### src/rtl/if_fetch_stage_if.sv
// rtl/if_fetch_stage_if.sv - fetch stage bundle: imem request/response, EX redirect, decode stall, IF/ID (id_pred_taken only with JAL_PREDICT_EN)
interface if_fetch_stage_if #(
  parameter int XLEN = 32
);
  logic            imem_req_valid;
  logic            imem_req_ready;
  logic [XLEN-1:0] imem_req_addr;
  logic            imem_rsp_valid;
  logic [31:0]     imem_rsp_data;
  logic            redirect_valid;
  logic [XLEN-1:0] redirect_pc;
  logic            stall;
  logic            id_valid;
  logic [XLEN-1:0] id_pc;
  logic [31:0]     id_instr;
`ifdef JAL_PREDICT_EN
  logic            id_pred_taken;

  modport master (
    output imem_req_valid, imem_req_addr, id_valid, id_pc, id_instr, id_pred_taken,
    input  imem_req_ready, imem_rsp_valid, imem_rsp_data, redirect_valid, redirect_pc, stall
  );
  modport slave (
    input  imem_req_valid, imem_req_addr, id_valid, id_pc, id_instr, id_pred_taken,
    output imem_req_ready, imem_rsp_valid, imem_rsp_data, redirect_valid, redirect_pc, stall
  );
`else
  modport master (
    output imem_req_valid, imem_req_addr, id_valid, id_pc, id_instr,
    input  imem_req_ready, imem_rsp_valid, imem_rsp_data, redirect_valid, redirect_pc, stall
  );
  modport slave (
    input  imem_req_valid, imem_req_addr, id_valid, id_pc, id_instr,
    output imem_req_ready, imem_rsp_valid, imem_rsp_data, redirect_valid, redirect_pc, stall
  );
`endif
endinterface

### src/rtl/if_fetch_stage.sv
// rtl/if_fetch_stage.sv - RV32 fetch stage: PC, imem requests, fetch queue, IF/ID register; JAL predecode under JAL_PREDICT_EN
module if_fetch_stage #(
  parameter int              XLEN     = 32,
  parameter logic [XLEN-1:0] RESET_PC = '0,
  parameter int              FQ_DEPTH = 2
) (
  input logic              clk,
  input logic              rstn,
  if_fetch_stage_if.master bus
);
  localparam int          CW      = $clog2(FQ_DEPTH + 1);
  localparam logic [CW:0] DEPTH_W = (CW + 1)'(FQ_DEPTH);
  localparam logic [31:0] NOP     = 32'h0000_0013;

  logic [XLEN-1:0] pc_q, pc_d;
  logic [XLEN-1:0] rsp_pc_q, rsp_pc_d;
  logic [CW-1:0]   occ_q, occ_d;
  logic [CW-1:0]   out_q, out_d;
  logic [CW-1:0]   drop_q, drop_d;
  logic            id_valid_q, id_valid_d;
  logic [XLEN-1:0] id_pc_q, id_pc_d;
  logic [31:0]     id_instr_q, id_instr_d;
  logic [XLEN-1:0] fq_pc_q    [FQ_DEPTH];
  logic [XLEN-1:0] fq_pc_d    [FQ_DEPTH];
  logic [31:0]     fq_instr_q [FQ_DEPTH];
  logic [31:0]     fq_instr_d [FQ_DEPTH];

  logic            req_valid, accept, rsp_take, rsp_keep, load_en;
  logic            deq, enq, bypass, fq_overflow, pred_hit;
  logic [CW-1:0]   wr_idx;
  logic            unused_redirect_lsbs;

`ifdef JAL_PREDICT_EN
  logic            id_pred_q, id_pred_d;
  logic            fq_pred_q [FQ_DEPTH];
  logic            fq_pred_d [FQ_DEPTH];
  logic [XLEN-1:0] jal_imm;
`endif

  // Request credit, response filtering, fetch queue and IF/ID next state.
  always_comb begin
    // A response is only real if something is outstanding; drop_q marks the
    // ones belonging to a fetch path that has since been redirected away.
    rsp_take = bus.imem_rsp_valid && (out_q != '0);
    rsp_keep = rsp_take && (drop_q == '0) && !bus.redirect_valid;
`ifdef JAL_PREDICT_EN
    pred_hit = rsp_keep && (bus.imem_rsp_data[6:0] == 7'b1101111);
    jal_imm  = {{(XLEN-21){bus.imem_rsp_data[31]}}, bus.imem_rsp_data[31],
                bus.imem_rsp_data[19:12], bus.imem_rsp_data[20],
                bus.imem_rsp_data[30:21], 1'b0};
`else
    pred_hit = 1'b0;
`endif
    // Queued plus in-flight words never exceed the queue size, so every
    // returning word always has a slot.
    req_valid = rstn && !bus.redirect_valid && !pred_hit &&
                (({1'b0, occ_q} + {1'b0, out_q}) < DEPTH_W);
    accept    = req_valid && bus.imem_req_ready;
    load_en   = !id_valid_q || !bus.stall;
    deq       = load_en && (occ_q != '0);
    bypass    = load_en && (occ_q == '0) && rsp_keep;
    enq       = rsp_keep && !bypass;
    wr_idx    = occ_q - CW'(deq);
    fq_overflow = enq && !deq && (occ_q == DEPTH_W[CW-1:0]);

    pc_d     = accept ? pc_q + XLEN'(4) : pc_q;
    rsp_pc_d = accept ? pc_q : rsp_pc_q;
    out_d    = out_q + CW'(accept) - CW'(rsp_take);
    drop_d   = drop_q - CW'(rsp_take && (drop_q != '0));
    occ_d    = occ_q - CW'(deq) + CW'(enq);

    for (int i = 0; i < FQ_DEPTH; i++) begin
      fq_pc_d[i]    = fq_pc_q[i];
      fq_instr_d[i] = fq_instr_q[i];
    end
    if (deq) begin
      for (int i = 0; i < FQ_DEPTH - 1; i++) begin
        fq_pc_d[i]    = fq_pc_q[i+1];
        fq_instr_d[i] = fq_instr_q[i+1];
      end
    end
    for (int i = 0; i < FQ_DEPTH; i++) begin
      if (enq && (CW'(i) == wr_idx)) begin
        fq_pc_d[i]    = rsp_pc_q;
        fq_instr_d[i] = bus.imem_rsp_data;
      end
    end

    id_valid_d = id_valid_q;
    id_pc_d    = id_pc_q;
    id_instr_d = id_instr_q;
    if (load_en) begin
      if (deq) begin
        id_valid_d = 1'b1;
        id_pc_d    = fq_pc_q[0];
        id_instr_d = fq_instr_q[0];
      end else if (bypass) begin
        id_valid_d = 1'b1;
        id_pc_d    = rsp_pc_q;
        id_instr_d = bus.imem_rsp_data;
      end else begin
        id_valid_d = 1'b0;
      end
    end

`ifdef JAL_PREDICT_EN
    id_pred_d = id_pred_q;
    for (int i = 0; i < FQ_DEPTH; i++) fq_pred_d[i] = fq_pred_q[i];
    if (deq) begin
      for (int i = 0; i < FQ_DEPTH - 1; i++) fq_pred_d[i] = fq_pred_q[i+1];
    end
    for (int i = 0; i < FQ_DEPTH; i++) begin
      if (enq && (CW'(i) == wr_idx)) fq_pred_d[i] = pred_hit;
    end
    if (load_en) id_pred_d = deq ? fq_pred_q[0] : (bypass && pred_hit);
    // The JAL stays in the stream; everything fetched after it is wrong-path.
    if (pred_hit) begin
      pc_d   = rsp_pc_q + jal_imm;
      drop_d = out_q - CW'(1);
    end
`endif

    // EX redirect overrides stall, responses and any prediction.
    if (bus.redirect_valid) begin
      pc_d       = {bus.redirect_pc[XLEN-1:2], 2'b00};
      occ_d      = '0;
      id_valid_d = 1'b0;
      drop_d     = out_q - CW'(rsp_take);
    end
  end

  assign unused_redirect_lsbs = ^bus.redirect_pc[1:0];

  // State registers; reset clears the pipeline and forgets outstanding fetches.
  always_ff @(posedge clk or negedge rstn) begin
    if (!rstn) begin
      pc_q       <= RESET_PC;
      rsp_pc_q   <= '0;
      occ_q      <= '0;
      out_q      <= '0;
      drop_q     <= '0;
      id_valid_q <= 1'b0;
      id_pc_q    <= '0;
      id_instr_q <= NOP;
      for (int i = 0; i < FQ_DEPTH; i++) begin
        fq_pc_q[i]    <= '0;
        fq_instr_q[i] <= NOP;
      end
`ifdef JAL_PREDICT_EN
      id_pred_q <= 1'b0;
      for (int i = 0; i < FQ_DEPTH; i++) fq_pred_q[i] <= 1'b0;
`endif
    end else begin
      pc_q       <= pc_d;
      rsp_pc_q   <= rsp_pc_d;
      occ_q      <= occ_d;
      out_q      <= out_d;
      drop_q     <= drop_d;
      id_valid_q <= id_valid_d;
      id_pc_q    <= id_pc_d;
      id_instr_q <= id_instr_d;
      for (int i = 0; i < FQ_DEPTH; i++) begin
        fq_pc_q[i]    <= fq_pc_d[i];
        fq_instr_q[i] <= fq_instr_d[i];
      end
`ifdef JAL_PREDICT_EN
      id_pred_q <= id_pred_d;
      for (int i = 0; i < FQ_DEPTH; i++) fq_pred_q[i] <= fq_pred_d[i];
`endif
    end
  end

  // A word arriving with no free slot means the credit accounting is broken.
  assert property (@(posedge clk) disable iff (!rstn) !fq_overflow);

  assign bus.imem_req_valid = req_valid;
  assign bus.imem_req_addr  = pc_q;
  assign bus.id_valid       = id_valid_q;
  assign bus.id_pc          = id_pc_q;
  assign bus.id_instr       = id_instr_q;
`ifdef JAL_PREDICT_EN
  assign bus.id_pred_taken  = id_pred_q && id_valid_q;
`endif
endmodule

### src/flat_wrapper.sv
// flat-port wrapper written by rule: the top's interface ports become plain ports
module if_fetch_stage_flat 
#(
  parameter int              XLEN     = 32,
  parameter logic [XLEN-1:0] RESET_PC = '0,
  parameter int              FQ_DEPTH = 2
)
  (clk, rstn, bus_imem_req_valid, bus_imem_req_addr, bus_id_valid, bus_id_pc, bus_id_instr, bus_imem_req_ready, bus_imem_rsp_valid, bus_imem_rsp_data, bus_redirect_valid, bus_redirect_pc, bus_stall);
  if_fetch_stage_if #(.XLEN(XLEN)) bus_i ();
  input logic clk;
  input logic rstn;
  output wire logic [$bits(bus_i.imem_req_valid)-1:0] bus_imem_req_valid;
  output wire logic [$bits(bus_i.imem_req_addr)-1:0] bus_imem_req_addr;
  output wire logic [$bits(bus_i.id_valid)-1:0] bus_id_valid;
  output wire logic [$bits(bus_i.id_pc)-1:0] bus_id_pc;
  output wire logic [$bits(bus_i.id_instr)-1:0] bus_id_instr;
  input wire logic [$bits(bus_i.imem_req_ready)-1:0] bus_imem_req_ready;
  input wire logic [$bits(bus_i.imem_rsp_valid)-1:0] bus_imem_rsp_valid;
  input wire logic [$bits(bus_i.imem_rsp_data)-1:0] bus_imem_rsp_data;
  input wire logic [$bits(bus_i.redirect_valid)-1:0] bus_redirect_valid;
  input wire logic [$bits(bus_i.redirect_pc)-1:0] bus_redirect_pc;
  input wire logic [$bits(bus_i.stall)-1:0] bus_stall;
  assign bus_imem_req_valid = bus_i.imem_req_valid;
  assign bus_imem_req_addr = bus_i.imem_req_addr;
  assign bus_id_valid = bus_i.id_valid;
  assign bus_id_pc = bus_i.id_pc;
  assign bus_id_instr = bus_i.id_instr;
  assign bus_i.imem_req_ready = bus_imem_req_ready;
  assign bus_i.imem_rsp_valid = bus_imem_rsp_valid;
  assign bus_i.imem_rsp_data = bus_imem_rsp_data;
  assign bus_i.redirect_valid = bus_redirect_valid;
  assign bus_i.redirect_pc = bus_redirect_pc;
  assign bus_i.stall = bus_stall;
  if_fetch_stage #(.XLEN(XLEN), .RESET_PC(RESET_PC), .FQ_DEPTH(FQ_DEPTH)) u_core (.clk(clk), .rstn(rstn), .bus(bus_i));
endmodule
### config.mk
export PLATFORM = sky130hd
export DESIGN_NAME = if_fetch_stage_flat
export DESIGN_NICKNAME = d
export VERILOG_FILES = /design/src/rtl/if_fetch_stage_if.sv /design/src/rtl/if_fetch_stage.sv /design/src/flat_wrapper.sv
export SDC_FILE = /design/constraint.sdc
export NUM_CORES = 1
export LEC_CHECK = 0
export ABC_AREA = 0
export BUFFER_PORTS_ARGS = -buffer_cell sky130_fd_sc_hd__clkbuf_2
export CORE_UTILIZATION = 49
export CTS_CLUSTER_DIAMETER = 80
export DETAILED_ROUTE_END_ITERATION = 10
export GPL_ROUTABILITY_DRIVEN = 0
export PLACE_DENSITY = 0.7
export SLEW_MARGIN = 20
export SYNTH_ARGS = -nofsm -noshare
export SYNTH_HDL_FRONTEND = slang
export SYNTH_SLANG_ARGS = --single-unit
### constraint.sdc
create_clock -name clk -period 4 [get_ports clk]
set_clock_uncertainty 0.1 [all_clocks]
set_input_delay 0.2 -clock clk [delete_from_list [all_inputs] [get_ports clk]]
set_output_delay 0.2 -clock clk [all_outputs]
set_load 0.01 [all_outputs]
# Word-level counts from Yosys, hierarchy flattened
# Index checks and enable logic that the tools add are counted.
# word_totals
reg_bits,263
inputBits,70
output_inout_bits,98
# classes
addsub,8
order_cmp,1
eq_ne,1
mux,16
n_reduce_logical,29
# op_table
operator,count
2-to-1 mux 32 bit,10
"adder 32 x 3 -> 32 bit, second input constant",1
nonzero test 2 bit,7
logical AND 1 bit,13
subtractor 2 x 1 -> 2 bit,4
logical NOT 2 bit,3
adder 2 x 1 -> 2 bit,2
logical NOT 1 bit,4
2-to-1 mux 1 bit,4
2-to-1 mux 2 bit,2
adder 2 x 2 -> 3 bit,1
"< comparator 3 x 2 -> 1 bit, second input constant",1
"== test 1 x 2 -> 1 bit, first input constant",1
AND reduction 2 bit,1
logical OR 1 bit,1

# Depth between registers and ports, before layout
# depth
ltp_word,9
ltp_mapped,12
depth_no_buf,9

# Least setup slack after synthesis
# Ideal clock, no wire load.
# synth_timing
kind,register to register
startpoint,register u_core.occ_q[1]
endpoint,register u_core.fq_instr_q[10] (netlist bit)
setup_ns,0.125
t_arrival_ns,2.569
required_ns,3.775
path_slack_ns,1.206
stages_incl_launch_ff,10
path_buffers,3
cell_sequence,dfrtp_1 -> nor2_1 -> a21o_1 -> buf_2 -> inv_2 -> buf_2 -> ha_1 -> nor4_4 -> buf_6 -> mux2_4
# synth_between
elab_chain_cells,6
# synth_lines
item,line,rtl
start: declaration,if_fetch_stage.sv:17,"logic [CW-1:0] occ_q, occ_d;"
start signal: assignment,if_fetch_stage.sv:139,occ_q <= '0;
start signal: assignment,if_fetch_stage.sv:156,occ_q <= occ_d;
branches (longest 5 deep; another with subtractor 2 x 1 -> 2 bit),--,
logical AND 1 bit (*),if_fetch_stage.sv:83,if (enq && (CW'(i) == wr_idx)) begin
end signal: indexed assignment,if_fetch_stage.sv:164,fq_instr_q[i] <= fq_instr_d[i];
end: declaration,if_fetch_stage.sv:25,logic [31:0] fq_instr_q [FQ_DEPTH];
# Mark *: on every way between the ends.
# A chain may end at the register's enable or synchronous reset.

# Worst setup path after layout
# layout_timing
startpoint,register u_core.occ_q[1]
endpoint,register u_core.fq_pc_q[2] (netlist bit)
# layout_between
elab_chain_cells,6
# layout_lines
item,line,rtl
branches (longest 5 deep; another with subtractor 2 x 1 -> 2 bit),--,
logical AND 1 bit (*),if_fetch_stage.sv:83,
end signal: indexed assignment,if_fetch_stage.sv:163,fq_pc_q[i] <= fq_pc_d[i];
end: declaration,if_fetch_stage.sv:23,logic [XLEN-1:0] fq_pc_q [FQ_DEPTH];
# Marked as above.

==> metrics.md <==
| Metric | Value |
|---|---|
| Total power draw | 9.94 mW |
| Wire length per cell | 15.8 µm |
| Flops & latches, synth | 253 |
| Status | completed |
| Number of global-route vias before repair | 8194 |
| Worst slack at placement | 0.724 ns |
| Nets | 1327 |
| Critical Path Sink Type | flop |
| Peak supply drop | 0.345 mV |
| Endpoints failing setup | 0 |
| Fraction of layout cells with a size suffix above 1 | 24.3% |
| Final Core Density | 61.8% |
| # port buffers | 161 |
| Root Driver | clkbuf_16 |
| Internal | 6.58 mW |
| DRC violations left | 0 |
| Type of origin of the critical path | flop |
| Dpl hpwl | 15700 µm |
| Mapped cell area | 11600 µm² |
| Clk buf depth | 3 |
| Lkg Pwr | 6.96 nW |
| Largest net degree at the start of global routing | 125 |
| Initial Util | 50.7% |
| Worst Path Required | 4.32 ns |
| Die Y | 156 µm |
| Rel. slew slack | 29.2% |
| Worst-Skew Late Latency | 0.54 ns |
| Power Dens Cells | 702 nW/µm² |
| Hold WS | 0.0402 ns |
| Sink Count | 253 |
| Reg power frac | 43.6% |
| Chip Width | 156 µm |
| Tmin final | 3.24 ns |
| Placed inst area | 12600 µm² |
| Vias per std cell | 5.23 |
| Initial DRC count | 497 |
| Clock power share | 24.9% |
| Area of the core | 22900 µm² |
| Gr ovfl total | 0 |
| Cells after Synth | 1045 |
| Initial antenna violation count | 0 |
| Post-CTS setup buffers | 0 |
| Critical Path Fanout Max | 18 |
| Synth warn | 0 |
| Commonest non-fill, non-tap cell in the layout | nand2_1 |
| Syn-to-layout area delta | 22.0% |
| Final setup margin | 0.756 ns |
| Switch Pwr | 3.37 mW |
| H-Tree Depth | 1 |
| Die area | 24300 µm² |
| Worst EP arrival | 3.57 ns |
| Post-route cell area | 14200 µm² |
| CTS tree | built |
| Global-route wire length before repair | 42300 µm |
| Seq/Total Area, Yosys | 54.6% |
| Max-Cap Viols | 0 |
| I/O pin total | 168 |
| Synthesized area per cell | 11.1 µm² |
| Commonest cells after routing, fill and taps aside | 254 x nand2_1, 244 x dfrtp_1, 160 x clkbuf_2 |
| Hold WC Path Type | input port to asynchronous set/reset pin |
| CTS clk-pin slew, worst paths | 0.06 ns |
| Worst Tran Pin Value | 1.06 ns |
| DP Cell Count | 1471 |
| Detailed Route WL | 25100 µm |
| Rows | 55 |
| ANT cells | 0 |
| RSZ-0062 raised after global routing | no |
| Setup TNS | 0 ns |
| Total CTS buffers | 27 |
| Sw Ratio | 33.9% |
| Fmax | 308 MHz |
| Slew Viols, Final | 0 |
| Gr usage total | 21.4% |
| Synth cell types | 50 |
| First-pass DRT Iterations | 5 |
| Post-DRT Antenna Nets | 0 |
| Logic gate share of total power | 31.5% |
| Final Cycle Share | 81.1% |
| Final Hold Violating Endpoints | 0 |
| Finished Layout Cells | 1584 |
| CP Class | flop to flop |
| DR vias | 8279 |
[timing repair]
action / 4_1_cts / 5_1_grt
hold buffers: 63 / 0
hold endpoints to repair: 170 / 0
gates resized for setup: 0 / 0
[routing by layer]
metal  up-vias  share of wire [%]  global-route usage (%)
met5         -                  0                       0
met4         0                1.6                    4.15
met3        29                4.8                    3.03
met2       232                 44                    32.2
met1      4008                 50                    32.9
li1       4010                  -                       -
[sequential cells by signal, indices dropped and copies added, names as in the netlist]
name	flops
u_core.fq_instr_q	64
u_core.fq_pc_q	60
u_core.bus.id_instr	32
u_core.bus.id_pc	30
u_core.bus.imem_req_addr	30
u_core.rsp_pc_q	30
u_core.drop_q	2
u_core.occ_q	2
u_core.out_q	2
u_core.bus.id_valid	1
[critical path, stage by stage (launching register included)]
cell and delay, ns:
dfrtp_1 0.45, nor2_1 0.23, a21o_4 0.18, clkinv_2 0.36, ha_1 0.37, xor2_1 0.23, nor4_4 0.40, buf_4 0.41
mux2_2 0.38
[cell type report]
cell class                      instances  area [µm²]
Multi-Input combinational cell        722        4920
Tap cell                              313         392
Sequential cell                       253        6340
Inverter                               10        41.3
Timing Repair Buffer                  236        1570
Clock buffer                           40         805
Fill cell                            1861        8750
Clock inverter                         10        90.1
[worst paths after layout]
check | start | endpoint | slack (ns) | depth (start not counted)
min in group clk | bus_stall | u_core.bus.id_valid | 0.04 | 3
max in group asynchronous | rstn | u_core.rsp_pc_q[6] | 1.74 | 4
min | rstn | u_core.fq_instr_q[58] | 0.04 | 2
max reg2reg | u_core.occ_q[1] | u_core.fq_pc_q[2] | 0.76 | 8
min reg2reg | u_core.bus.id_instr[13] | u_core.bus.id_instr[13] | 0.38 | 2
max | u_core.occ_q[1] | u_core.fq_pc_q[2] | 0.76 | 8
[kinds of logic (layout without fill, tap and decap cells)]
family | Yosys count | in the layout | synth area share [%]
buffers and inverters | 73 | 296 | 3.24
DFF | 253 | 253 | 54.6
muxes | 188 | 188 | 18.8
xor gates and xnor gates | 19 | 19 | 1.43
other | 1 | 4 | 0.0323
AOI/OAI and AO/OA | 173 | 173 | 8.16
and+or+nand+nor | 331 | 331 | 12.8
adders and majority gates | 7 | 7 | 0.819
[Yosys cell counts, drive strengths merged]
cell     instances  share of area [%]
xor2            13               0.98
mux2            63                8.1
dfrtp          244                 53
clkbuf          21               0.68
mux2i          125                 11
nor2b            1              0.054
nor4             4               0.60
nand4           14               0.81
buf             42                2.2
a221o            3               0.26
and3             6               0.32
inv              8               0.26
nand4bb          1              0.097
ha               6               0.65
nor3b            1              0.065
and2             4               0.22
xnor2            6               0.45
dfstp            9                2.0
a211oi           1               0.11
nor4b            1               0.20
nand3b           1               0.17
o311ai           9               0.68
a21oi            1              0.043
nand3           15               0.73
nand2          255                8.3
a22oi            1              0.065
nor2            18               0.63
or4              2               0.13
and4bb           1               0.11
a31oi            2               0.11
clkinv           2              0.086
conb             1              0.032
fa               1               0.17
nor3             4               0.17
o211ai           4               0.26
and4             3               0.23
a22o             1              0.075
o21ai          150                6.5
a21o             1              0.065
[power groups by stage]
| stage | logic, mW | clock network [mW] | registers (mW) |
|---|---|---|---|
| CTS | 3.18 | 2.54 | 4.32 |
| global route | 3.51 | 2.64 | 4.47 |
| global placement | 3.03 | 0 | 4.31 |
| floorplan | 2.19 | 0 | 4.29 |
| finish | 3.13 | 2.48 | 4.33 |
| detailed placement | 3.12 | 0 | 4.36 |
No activity file was read; power rests on OpenSTA's default activity.
